==> src/rtl/peak_dpu_iss_buf.sv <==
// peak_dpu_iss_buf: dual-in/dual-out circular issue buffer between the decoder and the dispatch hazard checker
module peak_dpu_iss_buf #(
    parameter int DEPTH = 8,
    parameter int AW    = 3,
    parameter int WIDTH = 64
) (
    input  logic             clk,
    input  logic             rst,
    input  logic             i_flush,
    input  logic             i_dec_vld0,
    input  logic [WIDTH-1:0] i_dec_instr0,
    input  logic             i_dec_vld1,
    input  logic [WIDTH-1:0] i_dec_instr1,
    output logic             o_dec_rdy,
    output logic             o_instr0_vld,
    output logic [WIDTH-1:0] o_instr0,
    output logic             o_instr1_vld,
    output logic [WIDTH-1:0] o_instr1,
    input  logic             i_instr0_cannot_iss,
    input  logic             i_instr1_cannot_iss,
    output logic [AW:0]      o_buf_cnt
);
    logic [WIDTH-1:0] r_mem [DEPTH];
    logic [AW-1:0]    r_head, r_tail;
    logic [AW:0]      r_cnt;
    logic [AW-1:0]    w_head1, w_tail1;
    logic [1:0]       w_push_n, w_pop_n;
    assign w_head1      = r_head + AW'(1);
    assign w_tail1      = r_tail + AW'(1);
    // Readiness looks only at the registered count, keeping cannot_iss off the dec_rdy path
    assign o_dec_rdy    = r_cnt <= (AW+1)'(DEPTH - 2);
    assign o_instr0_vld = r_cnt >= (AW+1)'(1);
    assign o_instr1_vld = r_cnt >= (AW+1)'(2);
    assign o_instr0     = r_mem[r_head];
    assign o_instr1     = r_mem[w_head1];
    assign o_buf_cnt    = r_cnt;
    always_comb begin
        w_push_n = !(o_dec_rdy && i_dec_vld0) ? 2'd0 : i_dec_vld1 ? 2'd2 : 2'd1;
        w_pop_n  = (!o_instr0_vld || i_instr0_cannot_iss) ? 2'd0 :
                   (!o_instr1_vld || i_instr1_cannot_iss) ? 2'd1 : 2'd2;
    end
    always_ff @(posedge clk) begin
        if (w_push_n != 2'd0 && !i_flush) r_mem[r_tail] <= i_dec_instr0;
        if (w_push_n == 2'd2 && !i_flush) r_mem[w_tail1] <= i_dec_instr1;
    end
    always_ff @(posedge clk or posedge rst) begin
        if (rst) begin
            r_head <= '0;
            r_tail <= '0;
            r_cnt  <= '0;
        end else if (i_flush) begin
            r_head <= '0;
            r_tail <= '0;
            r_cnt  <= '0;
        end else begin
            r_head <= r_head + AW'(w_pop_n);
            r_tail <= r_tail + AW'(w_push_n);
            r_cnt  <= r_cnt + (AW+1)'(w_push_n) - (AW+1)'(w_pop_n);
        end
    end
endmodule

==> config.mk <==
export PLATFORM = sky130hd
export DESIGN_NAME = peak_dpu_iss_buf
export DESIGN_NICKNAME = d
export VERILOG_FILES = /design/src/rtl/peak_dpu_iss_buf.sv
export SDC_FILE = /design/constraint.sdc
export NUM_CORES = 1
export LEC_CHECK = 0
export ABC_CLOCK_PERIOD_IN_PS = 6700
export BUFFER_PORTS_ARGS = -buffer_cell sky130_fd_sc_hd__buf_2
export CAP_MARGIN = 20
export CORE_MARGIN = 1
export CORE_UTILIZATION = 55
export DETAILED_ROUTE_END_ITERATION = 7
export PLACE_DENSITY = 0.75
export SLEW_MARGIN = 10
export SYNTH_ARGS = -nofsm -noshare
export SYNTH_HDL_FRONTEND = slang
export SYNTH_SLANG_ARGS = --single-unit
==> constraint.sdc <==
create_clock -name clk -period 6.7 [get_ports clk]
set_input_delay 0.67 -clock clk [delete_from_list [all_inputs] [get_ports clk]]
set_output_delay 0.67 -clock clk [all_outputs]
set_load 0.1 [all_outputs]
==> flow_metrics.py, run 1 <==
metrics = {
    "place": {
        "io_buffers": 269,
        "placed_cell_area_um2": 32000,
        "place_inst": 2517,
        "post-dp-hpwl_um": 45100,
        "place_congestion": 0.808,
    },
    "timing": {
        "report.final.slew_viol_count": 0,
        "worstMarginPinSlew_ns": 1.06,
        "slew_headroom": 0.276,
        "skew_ns": 0.0164,
        "hold_violations": 0,
        "period_minus_slack_ns": 4.79,
        "period_share": 0.714,
        "setup-tns-final_ns": 0,
        "rsz0062_at_grt": "false",
        "fmax_mhz": 209,
        "finalSetupViolations": 0,
    },
    "floorplanning": {
        "start_util": 0.560,
        "core_region_area_um2": 54000,
        "row_count": 85,
        "ios": 270,
        "die-height_um": 236,
        "die_width_um": 236,
        "die_area_um2": 55900,
    },
    "setup_path": {
        "worstPathArrival_ns": 4.12,
        "critPathSlowestCell": "dfrtp_4",
        "crit_family": "flip-flops",
        "path_buf_inv": 2,
        "crit_type": "flop to output port",
        "critPathLaunchType": "flop",
        "crit_path_cell_trace": "ha_4 > buf_12 > mux4_2 > mux2_2 > buf_2",
        "worst-path-max-fanout": 65,
        "worstSetupEndpointType": "output port",
        "cpPeakStageDelay_ns": 1.05,
        "critical_path_required_ns": 6.03,
    },
    "synth": {
        "netlist_top_cells_area": "edfxtp_1 (51%), mux2_2 (22%), mux4_2 (19%)",
        "synth_top_cell_area_share": 0.509,
        "synthAdderAreaFrac": 0.00679,
        "mappedNetlistArea_um2": 30200,
        "synth-simple-area-share": 0.0123,
        "synth_top_family_by_area": "multiplexers",
        "synth_edf_count": 512,
        "ys_ff_latch": 522,
        "synth_area_leader_cell": "edfxtp_1",
        "ys_warn_count": 0,
        "syn_area_per_cell_um2": 18.4,
        "synthFlopType": "edfxtp_1",
        "syn-instance-count": 1646,
        "synth-async-reset-ratio": 0.0192,
        "muxShareOfSynthArea": 0.430,
        "syn-num-nets": 1795,
        "yosysUniqueCellTypes": 40,
        "yosysSeqAreaShare": 0.517,
        "synth_compound_area_frac": 0.00190,
        "yosys.area_share.xor_xnor": 0.00236,
    },
    "route": {
        "vias_per_cell": 6.63,
        "wire_per_inst_um": 29.3,
        "drt_iter0_drc": 1656,
        "wl_met2_um": 38100,
        "drc": 0,
        "drtPass1Iterations": 5,
        "drt-met1-wl_um": 31700,
        "ant_nets": 0,
        "maxUsedRoutingLayer": "met5",
        "dr_total_vias": 17500,
        "totalWireLength_um": 77200,
        "wl_met3_um": 5480,
    },
    "clocking": {
        "htree_levels": 2,
        "cts_root_buf": "clkbuf_16",
        "clk_latency_ns": 0.62,
        "clkSlewWorstSetupHoldPaths_ns": 0.06,
        "numCtsBuffers": 56,
        "ctsResizeCount": 0,
        "hold_buffers": 0,
        "clk_path_buf_depth": 3,
        "clock_sinks": 522,
        "cts_tree": "done",
        "cts_setup_buffers": 0,
    },
    "pwr": {
        "combPwrFrac": 0.497,
        "clkPwrFrac": 0.217,
        "power_w": 0.0138,
        "p_sw_w": 0.00634,
        "irDropWorstVdd_v": 0.000421,
        "p_seq_frac": 0.286,
        "netSwitchingFraction": 0.459,
        "p_per_area_nw_per_um2": 408,
        "leakage_nw": 11.1,
        "intPower_w": 0.00747,
    },
    "layout": {
        "stdcell_count": 2635,
        "syn_to_final_growth_pct": 11.9,
        "drive_gt1_frac": 0.650,
        "fin_area_um2": 33800,
        "fillers": 3884,
        "nets": 2028,
        "most-common-layout-cells": "mux2_2 (583), edfxtp_1 (512), buf_2 (269)",
        "mostFrequentLayoutCell": "mux2_2",
    },
    "worst_hold_path": {
        "holdCritPathClass": "input pin to asynchronous set/reset pin",
    },
    "global_routing": {
        "grt_max_degree": 149,
        "grt_pass1_wl_um": 116000,
        "grt_pass1_vias": 18200,
        "antenna_found_initial": 21,
        "grt_overflow": 0,
        "grt_use_total": 0.278,
    },
    "job": {
        "cap_violations": 0,
    },
    "run_status": {
        "status": "finished clean",
    },
}
-- through the flow --
step,hold slack (ns),setup slack [ns],util
4_1_cts,0.0563,1.79,0.625
3_5_place_dp,0.726,2.36,0.593
6_report,0.0769,1.91,0.626
3_3_place_gp,0.713,2.47,0.593
5_1_grt,0.104,1.68,0.626
2_1_floorplan,0.510,0.806,-
-- synthesized netlist by cell type (all sizes together), types with 2 or more instances --
cell type,instances
and3,3
nor2,16
a21oi,5
a31oi,4
xor2,3
buf,102
fa,4
mux2i,2
inv,15
edfxtp,512
ha,10
clkbuf,25
xnor2,3
mux2,640
nor3,3
nand3b,6
mux4,256
nor2b,6
dfrtp,10
nand3,6
nor3b,2
nand2,6
-- logic make-up (layout without fill, tap and decap cells) --
kind of cell,Yosys count,after routing
other,0,16
AND/OR/NAND/NOR,54,54
flip-flops,522,522
AO/OA/AOI/OAI,10,10
multiplexers,898,898
adder cells (fa/ha/maj),14,14
XOR/XNOR,6,6
buffers and inverters,142,419
-- power by group through the flow --
stage / combinational, W / clock, W / sequential (W)
after global placement: 0.00684 / 0 / 0.00401
after CTS: 0.00690 / 0.00305 / 0.00395
final: 0.00686 / 0.00300 / 0.00395
after detailed placement: 0.00688 / 0 / 0.00402
after floorplan: 0.00577 / 0 / 0.00397
after global routing: 0.00710 / 0.00316 / 0.00397
-- registers in the layout, indices dropped and copies added, names as in the netlist --
register   cells
o_buf_cnt      4
r_mem        512
r_tail         3
r_head         3
-- per-layer routing --
layer | global-route usage | vias to the layer above
li1 | - | 7385
met2 | 0.454 | 669
met4 | 0.0801 | 18
met5 | 0 | -
met3 | 0.0516 | 124
met1 | 0.384 | 9271
-- area by class of cell --
class / count / area, um^2 / area share
Sequential cell: 522 / 15600 / 0.462
Multi-Input combinational cell: 982 / 13800 / 0.409
Timing Repair Buffer: 302 / 1640 / 0.0486
Clock buffer: 79 / 1550 / 0.0458
Tap cell: 696 / 871 / 0.0257
Clock inverter: 23 / 200 / 0.00592
Inverter: 15 / 56.3 / 0.00166
Antenna cell: 16 / 40.0 / 0.00118
-- worst reg2reg max path: stages (launching register included) --
cell and delay (ns):
dfrtp_1 0.39, inv_1 0.08, ha_1 0.17, nand2_1 0.09, mux2i_2 0.88, nand3b_1 0.88
a21oi_4 0.98, buf_4 0.52
-- final timing paths --
kind | start | end | slack [ns] | cells after the start
setup / recovery | r_head[1] | o_instr1[3] | 1.91 | 5
hold / removal | rst | o_buf_cnt[0] | 0.08 | 2
setup reg to reg | o_buf_cnt[3] | r_mem[5][15] | 2.34 | 7
hold reg to reg | o_buf_cnt[2] | o_buf_cnt[3] | 0.82 | 4
max in group asynchronous | rst | r_head[0] | 6.28 | 2
min in group clk | i_dec_instr1[62] | r_mem[7][62] | 0.43 | 2
No activity file was read; power rests on OpenSTA's default activity.
==> run 2: changes to the inputs <==
ABC_CLOCK_PERIOD_IN_PS = 4700   (was 6700)
clock period = 4.7 ns   (was 6.7 ns; I/O delays follow)
==> run 2 against run 1 <==
- critical path depth is 1 lower
- setup slack worse by 1.0 ns
- clock-buffer cell count is 8 lower
- clock power is 40% higher
- routed wire length is 1.5% higher
- sequential power is 41% higher
- hold slack better by 0.16 ns
==> flow_metrics.py, run 2 (synthesis gave the netlist of run 1 again) <==
metrics = {
    "timing": {
        "fin_ws_ns": 0.915,
        "rsz0062_at_grt": "false",
        "finalSetupViolations": 0,
        "report.final.slew_viol_count": 0,
        "period_minus_slack_ns": 3.79,
        "holdWs_ns": 0.242,
        "hold_violations": 0,
        "skew_ns": 0.0143,
        "slew_headroom": 0.342,
        "period_share": 0.805,
        "worstMarginPinSlew_ns": 0.967,
        "fmax_mhz": 264,
    },
    "route": {
        "drtPass1Iterations": 5,
        "drt_iter0_drc": 1551,
        "drc": 0,
        "wire_per_inst_um": 29.7,
        "dr_total_vias": 17700,
        "ant_nets": 0,
        "totalWireLength_um": 78300,
        "vias_per_cell": 6.70,
    },
    "clocking": {
        "clk_path_buf_depth": 3,
        "clkSlewWorstSetupHoldPaths_ns": 0.06,
        "htree_levels": 2,
        "cts_root_buf": "clkbuf_16",
        "cts_setup_buffers": 0,
        "numCtsBuffers": 55,
        "cts_tree": "done",
        "clock_sinks": 522,
        "clk_latency_ns": 0.61,
    },
    "layout": {
        "mostFrequentLayoutCell": "mux2_2",
        "fillers": 3906,
        "most-common-layout-cells": "mux2_2 (583), edfxtp_1 (512), buf_2 (269)",
        "multiInputGateArea_um2": 13800,
        "syn_to_final_growth_pct": 12.3,
        "largest_register_ffs": 512,
        "nets": 2035,
        "regMostFlops": "r_mem",
        "seqCellArea_um2": 15600,
        "drive_gt1_frac": 0.649,
    },
    "global_routing": {
        "grt_pass1_vias": 18500,
        "grt_overflow": 0,
        "grt_pass1_wl_um": 116000,
        "grt_use_total": 0.282,
        "grt_max_degree": 119,
        "antenna_found_initial": 19,
    },
    "floorplanning": {
        "ios": 270,
        "core_region_area_um2": 54000,
        "die-height_um": 236,
        "row_count": 85,
        "die_width_um": 236,
        "start_util": 0.560,
        "die_area_um2": 55900,
    },
    "setup_path": {
        "critPathLaunchType": "flop",
        "r2r_slack_ns": 1.12,
        "critical_path_required_ns": 4.23,
        "crit_path_start": "r_head[1]",
        "worstSetupEndpointType": "output port",
        "worst-path-max-fanout": 70,
        "crit_type": "flop to output port",
        "rr_startpoint": "o_buf_cnt[3]",
        "reg2reg_depth": 7,
        "rr_endpoint": "r_mem[0][49]",
        "worstSetupEndpoint": "o_instr0[63]",
        "worstPathArrival_ns": 3.32,
    },
    "run_status": {
        "status": "finished clean",
    },
    "place": {
        "dpl_worst_slack_ns": 1.12,
        "post-dp-hpwl_um": 44800,
        "io_buffers": 269,
        "place_congestion": 0.796,
    },
    "job": {
        "cap_violations": 0,
    },
    "pwr": {
        "p_per_area_nw_per_um2": 581,
        "irDropWorstVdd_v": 0.000839,
        "leakage_nw": 11.1,
    },
    "worst_hold_path": {
        "holdCritPathClass": "input pin to flop",
    },
}
-- run 2: worst max-delay path: stages, from the launching register on --
cell and delay, ns:
dfrtp_4 0.84, buf_12 0.54, mux4_2 0.58, mux2_2 0.33, buf_2 0.31
-- run 2: per-layer routing --
| metal | GRT usage | up-vias | share of wire |
|---|---|---|---|
| met1 | 0.380 | 9484 | 0.40 |
| met5 | 0 | - | 0.0012 |
| li1 | - | 7392 | - |
| met4 | 0.0921 | 14 | 0.023 |
| met3 | 0.0536 | 116 | 0.072 |
| met2 | 0.464 | 687 | 0.50 |
-- run 2: timing repair --
action | 4_1_cts | 5_1_grt
hold endpoints to repair | 10 | 0
hold buffers | 1 | 0
resized for setup | 0 | 0
-- run 2: power by group --
part	switching [W]	internal (W)
clock	0.00179	0.00242
combinational	0.00711	0.00285
sequential	0.000186	0.00538
total	0.00909	0.0106
-- run 2: worst min path at each step --
stage                                start            to  slack, ns  depth (start not counted)
after floorplan                        rst  o_buf_cnt[0]       0.31                          1
after global placement                 rst     r_head[2]       0.50                          2
after detailed placement               rst     r_head[0]       0.51                          2
after CTS                  i_dec_instr1[5]   r_mem[1][5]       0.21                          2
after global routing       i_dec_instr1[5]   r_mem[1][5]       0.24                          2
final                     i_dec_instr1[62]  r_mem[1][62]       0.24                          2
-- run 2: final cells by class --
cell class,instances,area share
clock buffer,71,0.0436
multi-input combinational,982,0.408
inverter,15,0.00166
tap,696,0.0257
sequential,522,0.461
timing repair buffer,310,0.0532
clock inverter,28,0.00663
antenna,15,0.00111
-- run 2: stage by stage --
step | util | cells | cell area (um^2) | TNS (ns) | power (W)
after floorplan | - | 1646 | 30200 | -496.17 | 0.0139
after global placement | 0.596 | 2524 | 32200 | 0 | 0.0156
after detailed placement | 0.596 | 2524 | 32200 | 0 | 0.0157
after CTS | 0.628 | 2624 | 33900 | 0 | 0.0199
after global routing | 0.628 | 2632 | 33900 | 0 | 0.0203
final | 0.628 | 2639 | 33900 | 0 | 0.0197
